`config.mk`:
```
export PLATFORM = sky130hd
export DESIGN_NAME = uart_rx_deserializer
export DESIGN_NICKNAME = d
export VERILOG_FILES = /design/src/rtl/uart_rx_deserializer.sv
export SDC_FILE = /design/constraint.sdc
export NUM_CORES = 1
export LEC_CHECK = 0
export BUFFER_PORTS_ARGS = -buffer_cell sky130_fd_sc_hd__clkbuf_2
export CAP_MARGIN = 0
export CELL_PAD_IN_SITES_DETAIL_PLACEMENT = 0
export CELL_PAD_IN_SITES_GLOBAL_PLACEMENT = 1
export CORE_MARGIN = 2
export CORE_UTILIZATION = 49
export CTS_CLUSTER_DIAMETER = 120
export CTS_CLUSTER_SIZE = 8
export DETAILED_ROUTE_END_ITERATION = 10
export GPL_TIMING_DRIVEN = 0
export PLACE_DENSITY = 0.88
export SLEW_MARGIN = 0
export SYNTH_ARGS = -nofsm -noshare
export SYNTH_HDL_FRONTEND = slang
export SYNTH_SLANG_ARGS = --single-unit
```
`constraint.sdc`:
```
create_clock -name i_clk -period 5 [get_ports i_clk]
set_input_delay 0.75 -clock i_clk [delete_from_list [all_inputs] [get_ports i_clk]]
set_output_delay 0.75 -clock i_clk [all_outputs]
set_load 0.03 [all_outputs]
```
`src/rtl/uart_rx_deserializer.sv`:
```
// uart_rx_deserializer
// Receive front end for the Amber UART: synchronises the serial pin, recovers
// 8N1 frames by mid-bit sampling and emits one-cycle push and status pulses.

module uart_rx_deserializer #(
  parameter int CLKS_PER_BIT = 347
) (
  input  logic       i_clk,
  input  logic       i_rst,
  input  logic       i_enable,
  input  logic       i_uart_rxd,
  input  logic       i_rx_full,
  output logic [7:0] o_rx_byte,
  output logic       o_rx_valid,
  output logic       o_framing_err,
  output logic       o_break,
  output logic       o_overrun_err,
  output logic       o_busy,
  output logic [3:0] o_state
);

  localparam int HALF = CLKS_PER_BIT / 2;
  localparam logic [15:0] C_HALF_M1 = 16'(HALF - 1);
  localparam logic [15:0] C_BIT_M1  = 16'(CLKS_PER_BIT - 1);

  typedef enum logic [3:0] {
    ST_IDLE      = 4'd0,
    ST_START     = 4'd1,
    ST_DATA0     = 4'd2,
    ST_DATA1     = 4'd3,
    ST_DATA2     = 4'd4,
    ST_DATA3     = 4'd5,
    ST_DATA4     = 4'd6,
    ST_DATA5     = 4'd7,
    ST_DATA6     = 4'd8,
    ST_DATA7     = 4'd9,
    ST_STOP      = 4'd10,
    ST_WAIT_HIGH = 4'd11
  } state_t;

  state_t      r_state;
  state_t      w_state_nxt;
  logic        r_sync1;
  logic        r_s2;
  logic        r_s2_d;
  logic [15:0] r_cnt;
  logic [7:0]  r_sr;
  logic [7:0]  r_rx_byte;
  logic        r_rx_valid;
  logic        r_framing_err;
  logic        r_break;
  logic        r_overrun_err;

  logic        w_fall;
  logic        w_half_done;
  logic        w_bit_done;
  logic        w_in_data;
  logic        w_shift;
  logic        w_push;
  logic        w_overrun;
  logic        w_framing;
  logic        w_break;

  assign w_fall      = r_s2_d & ~r_s2;
  assign w_half_done = (r_cnt == C_HALF_M1);
  assign w_bit_done  = (r_cnt == C_BIT_M1);
  assign w_in_data   = (r_state >= ST_DATA0) && (r_state <= ST_DATA7);

  // Two-flop synchroniser plus a delayed copy for falling-edge detection.
  // Reset to 1 so a reset line does not look like a start edge.
  always_ff @(posedge i_clk or posedge i_rst) begin
    if (i_rst) begin
      r_sync1 <= 1'b1;
      r_s2    <= 1'b1;
      r_s2_d  <= 1'b1;
    end else begin
      // NOTE: non-blocking assignments let every flop sample the pre-edge
      // value of its neighbour, which is what makes this a shift chain.
      r_sync1 <= i_uart_rxd;
      r_s2    <= r_sync1;
      r_s2_d  <= r_s2;
    end
  end

  // State register.
  always_ff @(posedge i_clk or posedge i_rst) begin
    if (i_rst) r_state <= ST_IDLE;
    else       r_state <= w_state_nxt;
  end

  // Bit-period counter: restarts on every state change and stays at zero in
  // the states that do not time anything, so it never passes CLKS_PER_BIT-1.
  always_ff @(posedge i_clk or posedge i_rst) begin
    if (i_rst) begin
      r_cnt <= '0;
    end else if (w_state_nxt != r_state || r_state == ST_IDLE ||
                 r_state == ST_WAIT_HIGH) begin
      r_cnt <= '0;
    end else begin
      r_cnt <= r_cnt + 16'd1;
    end
  end

  // Next-state logic; a low enable overrides everything and aborts the frame.
  always_comb begin
    // NOTE: defaulting to the current state first keeps every path assigned,
    // so no latch is inferred for the cases that do not move.
    w_state_nxt = r_state;
    if (!i_enable) begin
      w_state_nxt = ST_IDLE;
    end else begin
      case (r_state)
        ST_IDLE:      if (w_fall) w_state_nxt = ST_START;
        ST_START:     if (w_half_done) w_state_nxt = r_s2 ? ST_IDLE : ST_DATA0;
        ST_DATA0:     if (w_bit_done) w_state_nxt = ST_DATA1;
        ST_DATA1:     if (w_bit_done) w_state_nxt = ST_DATA2;
        ST_DATA2:     if (w_bit_done) w_state_nxt = ST_DATA3;
        ST_DATA3:     if (w_bit_done) w_state_nxt = ST_DATA4;
        ST_DATA4:     if (w_bit_done) w_state_nxt = ST_DATA5;
        ST_DATA5:     if (w_bit_done) w_state_nxt = ST_DATA6;
        ST_DATA6:     if (w_bit_done) w_state_nxt = ST_DATA7;
        ST_DATA7:     if (w_bit_done) w_state_nxt = ST_STOP;
        ST_STOP:      if (w_bit_done) w_state_nxt = r_s2 ? ST_IDLE : ST_WAIT_HIGH;
        ST_WAIT_HIGH: if (r_s2) w_state_nxt = ST_IDLE;
        default:      w_state_nxt = ST_IDLE;
      endcase
    end
  end

  // Output decode: which sample-point actions fire this cycle.
  always_comb begin
    w_shift   = 1'b0;
    w_push    = 1'b0;
    w_overrun = 1'b0;
    w_framing = 1'b0;
    w_break   = 1'b0;
    if (i_enable) begin
      w_shift = w_in_data && w_bit_done;
      if (r_state == ST_STOP && w_bit_done) begin
        w_push    = r_s2 & ~i_rx_full;
        w_overrun = r_s2 &  i_rx_full;
        w_framing = ~r_s2;
        w_break   = ~r_s2 && (r_sr == 8'h00);
      end
    end
  end

  // Data path and registered status pulses.
  always_ff @(posedge i_clk or posedge i_rst) begin
    if (i_rst) begin
      r_sr          <= 8'h00;
      r_rx_byte     <= 8'h00;
      r_rx_valid    <= 1'b0;
      r_framing_err <= 1'b0;
      r_break       <= 1'b0;
      r_overrun_err <= 1'b0;
    end else begin
      if (w_shift) r_sr      <= {r_s2, r_sr[7:1]};
      if (w_push)  r_rx_byte <= r_sr;
      r_rx_valid    <= w_push;
      r_framing_err <= w_framing;
      r_break       <= w_break;
      r_overrun_err <= w_overrun;
    end
  end

  assign o_rx_byte     = r_rx_byte;
  assign o_rx_valid    = r_rx_valid;
  assign o_framing_err = r_framing_err;
  assign o_break       = r_break;
  assign o_overrun_err = r_overrun_err;
  assign o_busy        = (r_state != ST_IDLE);
  assign o_state       = r_state;

endmodule

```
; ---- Yosys cells after proc, flatten, opt, wreduce, memory -nomap -nowiden
; Cells that the tools add are included.
; W data, S select, Z words.
[totals]
ff_bits = 43
in_bits = 5
output_inout_bits = 17
elab_cells = 68
[op_classes]
add_sub_neg = 1
magnitude_cmp = 2
n_eq_ne = 14
mux = 26
bitwise_logic = 5
n_reduce_logical = 9
[ops]
columns = cell, count
row1 = $mux W4, 14
row2 = $pmux W4 S12, 1
row3 = $add A16 B1 Y16 const B, 1
row4 = $eq A16 B8 Y1 const B, 1
row5 = $eq A16 B9 Y1 const B, 1
row6 = $eq A4 B3 Y1 const B, 4
row7 = $eq A4 B4 Y1 const B, 4
row8 = $mux W16, 1
row9 = $mux W1, 9
row10 = $eq A4 B2 Y1 const B, 2
row11 = $logic_not A8 Y1, 1
row12 = $eq A4 B1 Y1 const B, 1
row13 = $ge A4 B2 Y1 const B, 1
row14 = $le A4 B4 Y1 const B, 1
row15 = $logic_and A1 B1 Y1, 4
row16 = $logic_not A4 Y1, 1
row17 = $ne A4 B4 Y1, 1
row18 = $reduce_bool A4 Y1, 1
row19 = $and A1 B1 Y1, 3
row20 = $logic_or A1 B1 Y1, 2
row21 = $mux W2, 1
row22 = $not A1 Y1, 2

; ---- Logic depth before layout (Yosys ltp)
[depth]
word_depth = 9
depth_mapped = 10
mapped_depth_nobuf = 8

; ---- Worst setup path after synthesis
; OpenSTA, ideal clock, no wires.
[synth_timing]
path_type = reg2reg
from = register r_cnt[0]
to = register r_cnt[10]
setup_time_ns = 0.071
arrival_ns = 2.437
required_ns = 4.929
setup_slack_ns = 2.492
stages_incl_launch_ff = 10
n_path_buf = 1
period_less_slack_ns = 2.508
cell_sequence = dfrtp_1 -> inv_1 -> ha_1 -> or4bb_1 -> or4_1 -> a31oi_1 -> o22a_1 -> mux2_4 -> buf_6 -> nor2_1
[synth_between]
elab_chain_cells = 8
word_cells_on_any_way = 19
cone_classes = add/sub: 1 / eq/ne: 3 / mux: 13 / reduce/logical: 2
[synth_lines]
columns = item, line_no
row1 = "start, declared", 46  ; logic [15:0] r_cnt;
row2 = "start signal, assigned", 100  ; r_cnt <= r_cnt + 16'd1;
row3 = $eq A16 B9 Y1 / $eq A16 B8 Y1 (equally long branches), "66, 65"
row4 = $mux W4 (tied with other cells), 123  ; ST_STOP: if (w_bit_done) w_state_nxt = r_s2 ? ST_IDLE : ST_WAIT_HIGH;
row5 = $pmux W4 S12, 112  ; case (r_state)
row6 = $mux W4, 109  ; if (!i_enable) begin
row7 = $ne A4 B4 Y1, 96  ; end else if (w_state_nxt != r_state || r_state == ST_IDLE ||
row8 = $logic_or A1 B1 Y1 (2 in series), 96
row9 = $mux W16 *, 96
; Every way passes the cells marked *; elsewhere a longest branch is shown, timed or not.
; A chain may end at the register's enable or synchronous reset.

; ---- Worst setup path in the final report
[layout_timing]
from = register r_cnt[0]
to = register r_cnt[6]
; The elaborated chain is that of the path after synthesis.

==> metrics.cfg <==
[run_status]
status = finished clean

[cells_and_area]
area_growth_pct = 12.1
final_nets = 230
fillCellCount = 347
fin_area_sq_um = 2340
drive_gt1_share_pct = 25.1
insertedDiodeCount = 0
fin_util_pct = 57.7
fin_cells = 273

[setup_path]
path_class = reg2reg
crit_fanout = 10
r2r_setup_slack_ps = 2300
crit_required_ps = 5220
r2r_start = r_cnt[0]
crit_arrival_ps = 2920
setup.worst_path.start_class = flop
ff2ff_path_depth = 9
r2r_end = r_cnt[6]
critPathCaptureType = flop

[grt]
antenna_found_initial = 0
grt.overflow.total = 0
track_usage_pct = 17.2
grt_pass1_wl_mm = 6.53
grt_start_max_net_pins = 44
grt_pass1_vias = 1396

[place]
placedCellCount = 265
hpwl_mm = 2.61
dpl_cell_area_sq_um = 2260
portBuffers = 21
gp_congestion = 0.842

[synth]
yosys_most_used_dff = dfrtp_1
syn_area_per_cell_sq_um = 10.8
syn_area_sq_um = 2090
synth_edf_count = 0
synth-seq-area-share_pct = 51.7
synth_async_sr_flop_share_pct = 100
yosys_warnings = 0
synth.distinct_cells = 44
synth_seq_cells = 43
syn_nets = 202
postSynthCellCount = 194

[floorplanning]
die_h_microns = 69.3
start_util_pct = 51.5
io-pin-count = 22
die_area_sq_um = 4800
die_x_microns = 69.3
core_area_sq_um = 4060
rows = 23

[flow_run]
drv_cap = 0

[clocking]
clockRootBuffer = clkbuf_8
hold_buffers = 0
clock_path_buffers = 2
clock_sinks = 43
clock_latency_ps = 290
cts_resized = 0
postCtsSetupBuffers = 0
cts_max_level = 2
cts_buffers = 5
clkTransAtPathRegs_ps = 80
cts_tree = done

[pwr]
power.net_switching_mw = 0.134
power_density_nw_per_um2 = 251
cellInternalPower_mw = 0.454
p_sw_share_pct = 22.8
p_comb_share_pct = 3.8
power_frac_clock_pct = 36.1
vdd_drop_max_mv = 0.221
seq_power_share_pct = 60.1
power_leakage_nw = 1.07

[drt]
wire_per_inst_microns = 13.7
dr.pass1.iters = 6
antenna_left = 0
wl_mm = 3.73
vias_per_cell = 5.36
drc = 0
vias = 1463
drt_iter0_drc = 139

[timing]
finalSetupTns_ps = 0
maxSlewHeadroom_pct = 41.7
hold_violations = 0
skew_ps = 6.12
slew_violations = 0
setup_viol = 0
worstMarginPinSlew_ps = 873
fin_crit_ps = 2700
fmax_mhz = 370
rsz0062_at_grt = false
fin_crit_sh_pct = 54.0
hold_ws_ps = 364

[worst_hold_path]
hold-path-endpoint = r_s2
hold_class = reg2reg
hold_depth = 0
min_from = r_sync1

## how the worst max path moves through the flow
| stage | start | endpoint | slack [ps] | depth (start not counted) |
|---|---|---|---|---|
| after global placement | r_cnt[0] | r_cnt[12] | 2320 | 9 |
| final | r_cnt[0] | r_cnt[6] | 2300 | 9 |
| after floorplan | r_cnt[0] | r_cnt[10] | 2490 | 9 |
| after CTS | r_cnt[0] | r_cnt[6] | 2250 | 9 |
| after global routing | r_cnt[0] | r_cnt[11] | 2090 | 9 |
| after detailed placement | r_cnt[0] | r_cnt[6] | 2280 | 9 |
## power by group through the flow
stage | logic (mW) | registers, mW | clock network [mW]
after CTS | 0.0235 | 0.353 | 0.223
after floorplan | 0.0144 | 0.360 | 0
after global placement | 0.0229 | 0.360 | 0
final | 0.0226 | 0.353 | 0.212
after detailed placement | 0.0233 | 0.360 | 0
after global routing | 0.0263 | 0.354 | 0.239
## cell usage after synthesis (3+ instances only)
library cell	instances	share of area [%]
and2_1	3	0.90
and3_1	5	1.5
clkbuf_1	4	0.72
dfrtp_1	40	48
dfstp_2	3	3.8
ha_1	3	1.8
inv_1	9	1.6
mux2_2	15	8.1
nand2_1	13	2.3
nand2b_1	3	0.90
nand3_1	7	1.7
nand4_1	3	0.90
nor2_1	26	4.7
nor3_1	7	1.7
o21ai_0	5	1.2
xnor2_1	9	3.8
xor2_1	6	2.5
## kinds of logic after synthesis
kind of cell | share of synthesized area [%]
AND/OR/NAND/NOR | 22.5
flip-flops | 51.7
multiplexers | 9.35
buffers and inverters | 3.47
XOR/XNOR | 6.29
AO/OA/AOI/OAI | 4.37
adder cells (fa/ha/maj) | 2.28
## per-stage QoR
stage	power, mW	setup WS [ps]
after floorplan	0.375	2490
after global placement	0.383	2320
after detailed placement	0.383	2280
after CTS	0.599	2250
after global routing	0.619	2090
final	0.588	2300
## cells in the final DEF (no fill, tap or decap), types with 2 or more instances in the layout
cell and instances:
mux2_2 15, or3_1 2, clkbuf_2 21, xnor2_1 9, nand3_1 7, a31oi_1 2, nor2_1 26, o2111ai_1 2
clkbuf_1 5, ha_1 3, clkbuf_8 5, nand2b_1 3, or4_1 2, nor4_1 2, inv_1 8, nor3_1 7
o21ai_0 5, nor2b_1 2, xor2_1 6, and2_1 3, nand4_1 3, nand2_1 13, dfrtp_1 40, dfstp_2 3
and3_1 5
## state kept, by name (all words and copies together), names as in the netlist
signal / cells
o_break: 1
r_s2_d: 1
r_cnt: 16
o_rx_valid: 1
r_s2: 1
r_sync1: 1
o_state: 4
o_rx_byte: 8
o_framing_err: 1
r_sr: 8
o_overrun_err: 1
## cell type report
| cell class | instances | area (sq um) | share of cell area [%] |
|---|---|---|---|
| multi-input combinational | 135 | 936 | 40.0 |
| inverter | 9 | 33.8 | 1.44 |
| timing repair buffer | 21 | 105 | 4.49 |
| tap | 50 | 62.6 | 2.67 |
| sequential | 43 | 1080 | 46.1 |
| clock inverter | 2 | 12.5 | 0.534 |
| buffer | 7 | 38.8 | 1.66 |
| clock buffer | 6 | 72.6 | 3.10 |
## metal layers
metal,GRT usage (%),wire length (microns)
met1,23.3,1840
met2,26.8,1720
met3,4.80,140
met4,5.66,27
met5,0,0
## critical path, stage by stage (launching register included)
cell,delay [ps]
dfrtp_1,430
inv_1,100
ha_1,150
or4bb_1,460
or4_1,500
a31oi_1,190
o22a_1,190
mux2_4,350
buf_6,150
nor2_1,110
(Power assumes the default switching activity.)
